### config.mk
export PLATFORM = sky130hd
export DESIGN_NAME = matriz_scanner
export DESIGN_NICKNAME = d
export VERILOG_FILES = /design/src/rtl/matriz_pkg.sv /design/src/rtl/matriz_sync2.sv /design/src/rtl/matriz_scanner.sv
export SDC_FILE = /design/constraint.sdc
export NUM_CORES = 1
export LEC_CHECK = 0
export BUFFER_PORTS_ARGS = -buffer_cell sky130_fd_sc_hd__buf_4
export CORE_AREA = 2 2 69 71
export DETAILED_ROUTE_END_ITERATION = 8
export DIE_AREA = 0 0 71 73
export PLACE_DENSITY = 0.76
export SYNTH_ARGS = -nofsm -noshare
export SYNTH_HDL_FRONTEND = slang
export SYNTH_SLANG_ARGS = --single-unit
export TNS_END_PERCENT = 5
### constraint.sdc
create_clock -name clk -period 4.4 [get_ports clk]
set_clock_uncertainty 0.2 [all_clocks]
set_input_delay 0 -clock clk [delete_from_list [all_inputs] [get_ports clk]]
set_output_delay 0 -clock clk [all_outputs]
set_load 0.005 [all_outputs]
### src/rtl/matriz_pkg.sv
// Shared definitions for the dot-matrix key path: code widths, scan FSM states
// and the row/column code pair exchanged with the display decoder.
package matriz_pkg;

    localparam int CODE_W = 3;
    localparam logic [CODE_W-1:0] CODE_NONE = 3'd0;

    typedef enum logic {
        DRIVE  = 1'b0,
        SAMPLE = 1'b1
    } scan_state_t;

    typedef struct packed {
        logic [CODE_W-1:0] row;
        logic [CODE_W-1:0] col;
    } code_pair_t;

    localparam code_pair_t CODE_PAIR_NONE = '{row: CODE_NONE, col: CODE_NONE};

endpackage

### src/rtl/matriz_sync2.sv
// Parameterized-width two-flop synchronizer for asynchronous level inputs.
module matriz_sync2 #(
    parameter int WIDTH = 1
) (
    input  logic             clk,
    input  logic             reset,
    input  logic [WIDTH-1:0] d,
    output logic [WIDTH-1:0] q
);

    logic [WIDTH-1:0] meta_r;
    logic [WIDTH-1:0] sync_r;

    // Two-stage capture of the raw lines into the clock domain.
    always_ff @(posedge clk or posedge reset) begin
        if (reset) begin
            meta_r <= '0;
            sync_r <= '0;
        end else begin
            meta_r <= d;
            sync_r <= meta_r;
        end
    end

    assign q = sync_r;

endmodule

### src/rtl/matriz_scanner.sv
// Key-matrix scanner: drives one column at a time, samples synchronized rows,
// debounces whole-scan results and presents the first pressed key as a code pair.
module matriz_scanner
    import matriz_pkg::*;
#(
    parameter int N_COLS         = 5,
    parameter int N_ROWS         = 7,
    parameter int SETTLE_CYCLES  = 4,
    parameter int DEBOUNCE_SCANS = 3
) (
    input  logic              clk,
    input  logic              reset,
    input  logic [N_ROWS-1:0] row_in,
    output logic [N_COLS-1:0] col_out,
    output logic [CODE_W-1:0] code_row,
    output logic [CODE_W-1:0] code_col,
    output logic              code_valid,
    input  logic              code_ready,
    output logic              key_down,
    output logic              overflow
);

    localparam int SET_W = (SETTLE_CYCLES > 1) ? $clog2(SETTLE_CYCLES) : 1;
    localparam int DEB_W = $clog2(DEBOUNCE_SCANS + 1);
    localparam logic [SET_W-1:0]  SETTLE_LAST = SET_W'(SETTLE_CYCLES - 1);
    localparam logic [CODE_W-1:0] COL_LAST    = CODE_W'(N_COLS - 1);
    localparam logic [DEB_W-1:0]  DEB_MAX     = DEB_W'(DEBOUNCE_SCANS);

    // Lowest active row as index+1, CODE_NONE when no row is active.
    function automatic logic [CODE_W-1:0] first_row(input logic [N_ROWS-1:0] rows);
        logic [CODE_W-1:0] r;
        r = CODE_NONE;
        for (int i = N_ROWS - 1; i >= 0; i--) begin
            if (rows[i]) begin
                r = CODE_W'(i + 1);
            end
        end
        return r;
    endfunction

    function automatic logic [N_COLS-1:0] col_onehot(input logic [CODE_W-1:0] idx);
        logic [N_COLS-1:0] v;
        v = '0;
        for (int i = 0; i < N_COLS; i++) begin
            if (idx == CODE_W'(i)) begin
                v[i] = 1'b1;
            end
        end
        return v;
    endfunction

    logic [N_ROWS-1:0] row_sync_s;
    scan_state_t       state_r, state_s;
    logic              run_r;
    logic [SET_W-1:0]  settle_r, settle_s;
    logic [CODE_W-1:0] col_idx_r, col_idx_s;
    logic [N_COLS-1:0] col_out_r, col_out_s;
    code_pair_t        cand_r, cand_s;
    code_pair_t        scan_s;
    logic [CODE_W-1:0] hit_row_s;
    logic              eos_s;
    code_pair_t        prev_r, prev_s;
    logic [DEB_W-1:0]  stable_r, stable_s;
    code_pair_t        reported_r, reported_s;
    code_pair_t        code_r, code_s;
    logic              code_valid_r, code_valid_s;
    logic              key_down_r, key_down_s;
    logic              overflow_r, overflow_s;

    matriz_sync2 #(.WIDTH(N_ROWS)) u_row_sync (
        .clk   (clk),
        .reset (reset),
        .d     (row_in),
        .q     (row_sync_s)
    );

    // Candidate including the column being sampled this cycle; earlier columns win.
    always_comb begin
        hit_row_s = first_row(row_sync_s);
        if (cand_r.row == CODE_NONE && hit_row_s != CODE_NONE) begin
            scan_s = '{row: hit_row_s, col: col_idx_r + 3'd1};
        end else begin
            scan_s = cand_r;
        end
    end

    assign eos_s = run_r && (state_r == SAMPLE) && (col_idx_r == COL_LAST);

    // Column sequencing: settle counter, column index and per-scan candidate.
    always_comb begin
        state_s   = state_r;
        settle_s  = settle_r;
        col_idx_s = col_idx_r;
        cand_s    = cand_r;
        if (!run_r) begin
            state_s   = DRIVE;
            settle_s  = '0;
            col_idx_s = 3'd0;
            cand_s    = CODE_PAIR_NONE;
        end else begin
            case (state_r)
                DRIVE: begin
                    if (settle_r == SETTLE_LAST) begin
                        state_s  = SAMPLE;
                        settle_s = '0;
                    end else begin
                        state_s  = DRIVE;
                        settle_s = settle_r + SET_W'(1);
                    end
                end
                SAMPLE: begin
                    state_s = DRIVE;
                    if (col_idx_r == COL_LAST) begin
                        col_idx_s = 3'd0;
                        cand_s    = CODE_PAIR_NONE;
                    end else begin
                        col_idx_s = col_idx_r + 3'd1;
                        cand_s    = scan_s;
                    end
                end
                default: begin
                    state_s   = DRIVE;
                    settle_s  = '0;
                    col_idx_s = 3'd0;
                    cand_s    = CODE_PAIR_NONE;
                end
            endcase
        end
        col_out_s = col_onehot(col_idx_s);
    end

    // Debounce at end of scan and the code handshake; acceptance is applied before a new load.
    always_comb begin
        prev_s       = prev_r;
        stable_s     = stable_r;
        reported_s   = reported_r;
        code_s       = code_r;
        key_down_s   = key_down_r;
        overflow_s   = 1'b0;
        code_valid_s = code_valid_r & ~code_ready;
        if (eos_s) begin
            prev_s = scan_s;
            if (scan_s == prev_r) begin
                stable_s = (stable_r == DEB_MAX) ? DEB_MAX : stable_r + DEB_W'(1);
            end else begin
                stable_s = DEB_W'(1);
            end
            if (stable_s == DEB_MAX && scan_s != reported_r) begin
                reported_s = scan_s;
                if (scan_s.row != CODE_NONE) begin
                    key_down_s = 1'b1;
                    if (!code_valid_s) begin
                        code_s       = scan_s;
                        code_valid_s = 1'b1;
                    end else begin
                        overflow_s = 1'b1;
                    end
                end else begin
                    key_down_s = 1'b0;
                end
            end else begin
                reported_s = reported_r;
            end
        end else begin
            prev_s = prev_r;
        end
    end

    // State and output registers.
    always_ff @(posedge clk or posedge reset) begin
        if (reset) begin
            state_r      <= DRIVE;
            run_r        <= 1'b0;
            settle_r     <= '0;
            col_idx_r    <= 3'd0;
            col_out_r    <= '0;
            cand_r       <= CODE_PAIR_NONE;
            prev_r       <= CODE_PAIR_NONE;
            stable_r     <= '0;
            reported_r   <= CODE_PAIR_NONE;
            code_r       <= CODE_PAIR_NONE;
            code_valid_r <= 1'b0;
            key_down_r   <= 1'b0;
            overflow_r   <= 1'b0;
        end else begin
            state_r      <= state_s;
            run_r        <= 1'b1;
            settle_r     <= settle_s;
            col_idx_r    <= col_idx_s;
            col_out_r    <= col_out_s;
            cand_r       <= cand_s;
            prev_r       <= prev_s;
            stable_r     <= stable_s;
            reported_r   <= reported_s;
            code_r       <= code_s;
            code_valid_r <= code_valid_s;
            key_down_r   <= key_down_s;
            overflow_r   <= overflow_s;
        end
    end

    assign col_out    = col_out_r;
    assign code_row   = code_r.row;
    assign code_col   = code_r.col;
    assign code_valid = code_valid_r;
    assign key_down   = key_down_r;
    assign overflow   = overflow_r;

endmodule

==> results_dict.tcl <==
set metrics [dict create \
    avgViaCountPerCell 5.450 \
    synth-main-ff-cell "dfrtp_1" \
    syn_area_per_cell_um2 11.09 \
    cts_inserted_buffers 5 \
    yosys_warnings 0 \
    rows 25 \
    end_kind "flop" \
    netlist_area_mm2 0.002472 \
    fillCellCount 366 \
    path_cells "or3_1 > a31oi_4 > mux2i_1 > xnor2_1 > or4_4 > nor4_4 > mux2_2" \
    diodes 0 \
    die_y_um 73 \
    synth_edf_count 0 \
    vdd_ir_drop_max_mv 0.2072 \
    maxCapViolCount 0 \
    cp.required_ps 4410 \
    crit_type "flop to flop" \
    min_to "u_row_sync.meta_r[6]" \
    crit_buf_inv 0 \
    grtUsageTotal 0.1846 \
    rr_startpoint "cand_r[3]" \
    grt_pass1_wl_mm 7.348 \
    drive_gt1_frac 0.1751 \
    place_hpwl_mm 3.096 \
    max_stage_delay_ps 570 \
    first_pass_iters 4 \
    wl_met2_mm 2.122 \
    async_flop_share 1.000 \
    synth_cell_types 46 \
    cp_max_fo 12 \
    highest_layer "met4" \
    core_mm2 0.004536 \
    path_delay_family "simple AND/OR/NAND/NOR gates" \
    fin_tns_setup_ps 0 \
    insertion_delay_ps 310 \
    rsz0062_at_grt "false" \
    met1Wirelength_mm 2.126 \
    die_w_um 71 \
    cts_tree "built" \
    fin_crit_sh 0.8377 \
    p_leak_nw 1.334 \
    final_util 0.6386 \
    period_needed_ps 3686 \
    drtIter0Drc 71 \
    vias 1695 \
    rrSetupSlack_ps 710 \
    dr_wl_met3_um 149 \
    hold_path_class "input pin to flop" \
    first_global_vias 1580 \
    wl_per_cell_um 14.38 \
    grt.overflow.total 0 \
    hold_viol 0 \
    critPathSlowestCell "or4_4" \
    hold_depth 2 \
    finalWeightedCongestion 0.8648 \
    grt_max_degree 56 \
    min_from "row_in[6]" \
    crit_path_start_kind "flop" \
    wl_mm 4.471 \
    max_freq_mhz 271.3 \
    cts-root-buf "clkbuf_8" \
    status "finished clean" \
    cts_sinks 55 \
    timing.rr.end "reported_r[0]" \
    htreeDepth 2 \
    ant_nets 0 \
    tightestPinTransition_ps 1104 \
    portBuffers 23 \
    clockBufferDepth 2 \
    area_growth_pct 17.16 \
    syn-num-nets 236 \
    ys_ff_latch 55 \
    antenna_found_initial 0 \
    drc 0 \
    ff2ff_path_depth 7 \
    multi_input_area_mm2 0.001020 \
    cp.arrival_ps 3690 \
    ys_seq_area_frac 0.5567 \
    nNetsFinal 269 \
    start_util 0.5451 \
    setup_viol 0 \
    final_max_slew_viol_count 0 \
    syn_inst 223 \
    seqCellArea_mm2 0.001376 \
    clk_pin_slew_ps 100 \
    io_pins 24 \
    p_per_area_mw_per_mm2 328.0 \
    die_area_mm2 0.005183 \
    slew_headroom 0.2631 \
]
==> stage by stage <==
stage | instance area (um2) | power, mW | hold WS (ps) | instances | setup slack, ps
finish | 2897 | 0.9501 | 136.0 | 311 | 714.1
floorplan | 2472 | 0.5890 | -168.6 | 223 | 1102
global route | 2897 | 0.9911 | 127.4 | 311 | 567.3
global placement | 2689 | 0.6088 | -90.91 | 294 | 826.7
detailed placement | 2689 | 0.6114 | -89.15 | 294 | 756.5
CTS | 2897 | 0.9625 | 122.6 | 311 | 732.7
==> synthesized netlist by cell type (2+ instances only) <==
cell      count  share of area
dfrtp_1      55           0.56
nor2_1       20          0.030
nand2_1      16          0.024
o21ai_0      16          0.032
inv_1        14          0.021
mux2i_1      10          0.040
a21oi_1       8          0.016
xnor2_1       8          0.028
mux2_2        6          0.027
nor3_1        6          0.012
clkbuf_1      5         0.0076
nand3_1       5          0.010
nor2b_1       5          0.013
nand2b_1      4          0.010
ha_1          3          0.015
or3_1         3         0.0076
xor2_1        3          0.011
a211o_1       2         0.0071
a21o_1        2         0.0061
a22oi_1       2         0.0061
a31oi_1       2         0.0051
nor3b_1       2         0.0061
nor4_4        2          0.017
or4_1         2         0.0061
==> kinds of logic (layout without fill, tap and decap cells) <==
family	count (synthesis)	after routing	share of synthesized area
multiplexers	17	17	0.07338
AO/OA/AOI/OAI	45	45	0.1245
other	1	1	0.001517
adder cells (fa/ha/maj)	3	3	0.01518
flip-flops	55	55	0.5567
buffers and inverters	20	54	0.03087
AND/OR/NAND/NOR	71	71	0.1589
XOR/XNOR	11	11	0.03897
==> layer usage <==
| metal | GRT usage | up-vias |
|---|---|---|
| li1 | - | 839 |
| met1 | 0.2443 | 813 |
| met2 | 0.2991 | 36 |
| met3 | 0.04144 | 7 |
| met4 | 0.07128 | 0 |
| met5 | 0 | - |
==> how the worst max path moves through the flow <==
stage,startpoint,to,slack [ps],cells after the start
floorplan,cand_r[4],key_down,1100,8
global placement,cand_r[3],reported_r[0],830,7
detailed placement,cand_r[3],key_down,760,7
CTS,cand_r[3],reported_r[0],730,7
global route,cand_r[3],reported_r[4],570,7
finish,cand_r[3],reported_r[0],710,7
==> final cells by class <==
type,count,share of cell area
Clock buffer,6,0.02851
Tap cell,54,0.02333
Inverter,14,0.01814
Sequential cell,55,0.4752
Multi-Input combinational cell,148,0.3521
Clock inverter,2,0.01210
Timing Repair Buffer,32,0.09071
==> sequential cells by signal, indices dropped and copies added (netlist names) <==
register and count:
reported_r 6, u_row_sync.q 7, u_row_sync.meta_r 7, prev_r 6, key_down 1, cand_r 6, state_r 1, run_r 1
overflow 1, settle_r 2, code_row 3, code_valid 1, col_idx_r 3, stable_r 2, col_out 5, code_col 3
==> placed cells by master (no fill, tap or decap), types with 3 or more instances in the layout <==
cell            n
dfrtp_1        55
nand2_1        16
xnor2_1         8
inv_1          13
mux2i_1        10
xor2_1          3
or3_1           3
mux2_2          6
dlygate4sd3_1   9
nor2_1         20
nor3_1          6
ha_1            3
nand3_1         5
buf_4          23
a21oi_1         8
clkbuf_8        6
nor2b_1         5
o21ai_0        16
nand2b_1        4
==> repair_timing <==
action,4_1_cts,5_1_grt
setup buffers,0,0
hold buffers,9,0
hold endpoints to repair,65,0
endpoints found under the setup margin,0,0
resized for setup,0,0
==> power breakdown <==
| group | leakage (nW) | switching [mW] | total [mW] | internal (mW) |
|---|---|---|---|---|
| Sequential | 0.705 | 0.0114 | 0.529 | 0.518 |
| Combinational | 0.567 | 0.0439 | 0.0775 | 0.0336 |
| Clock | 0.0612 | 0.159 | 0.343 | 0.184 |
| Total | 1.33 | 0.214 | 0.950 | 0.736 |
Power figures use the tool's default switching activity.
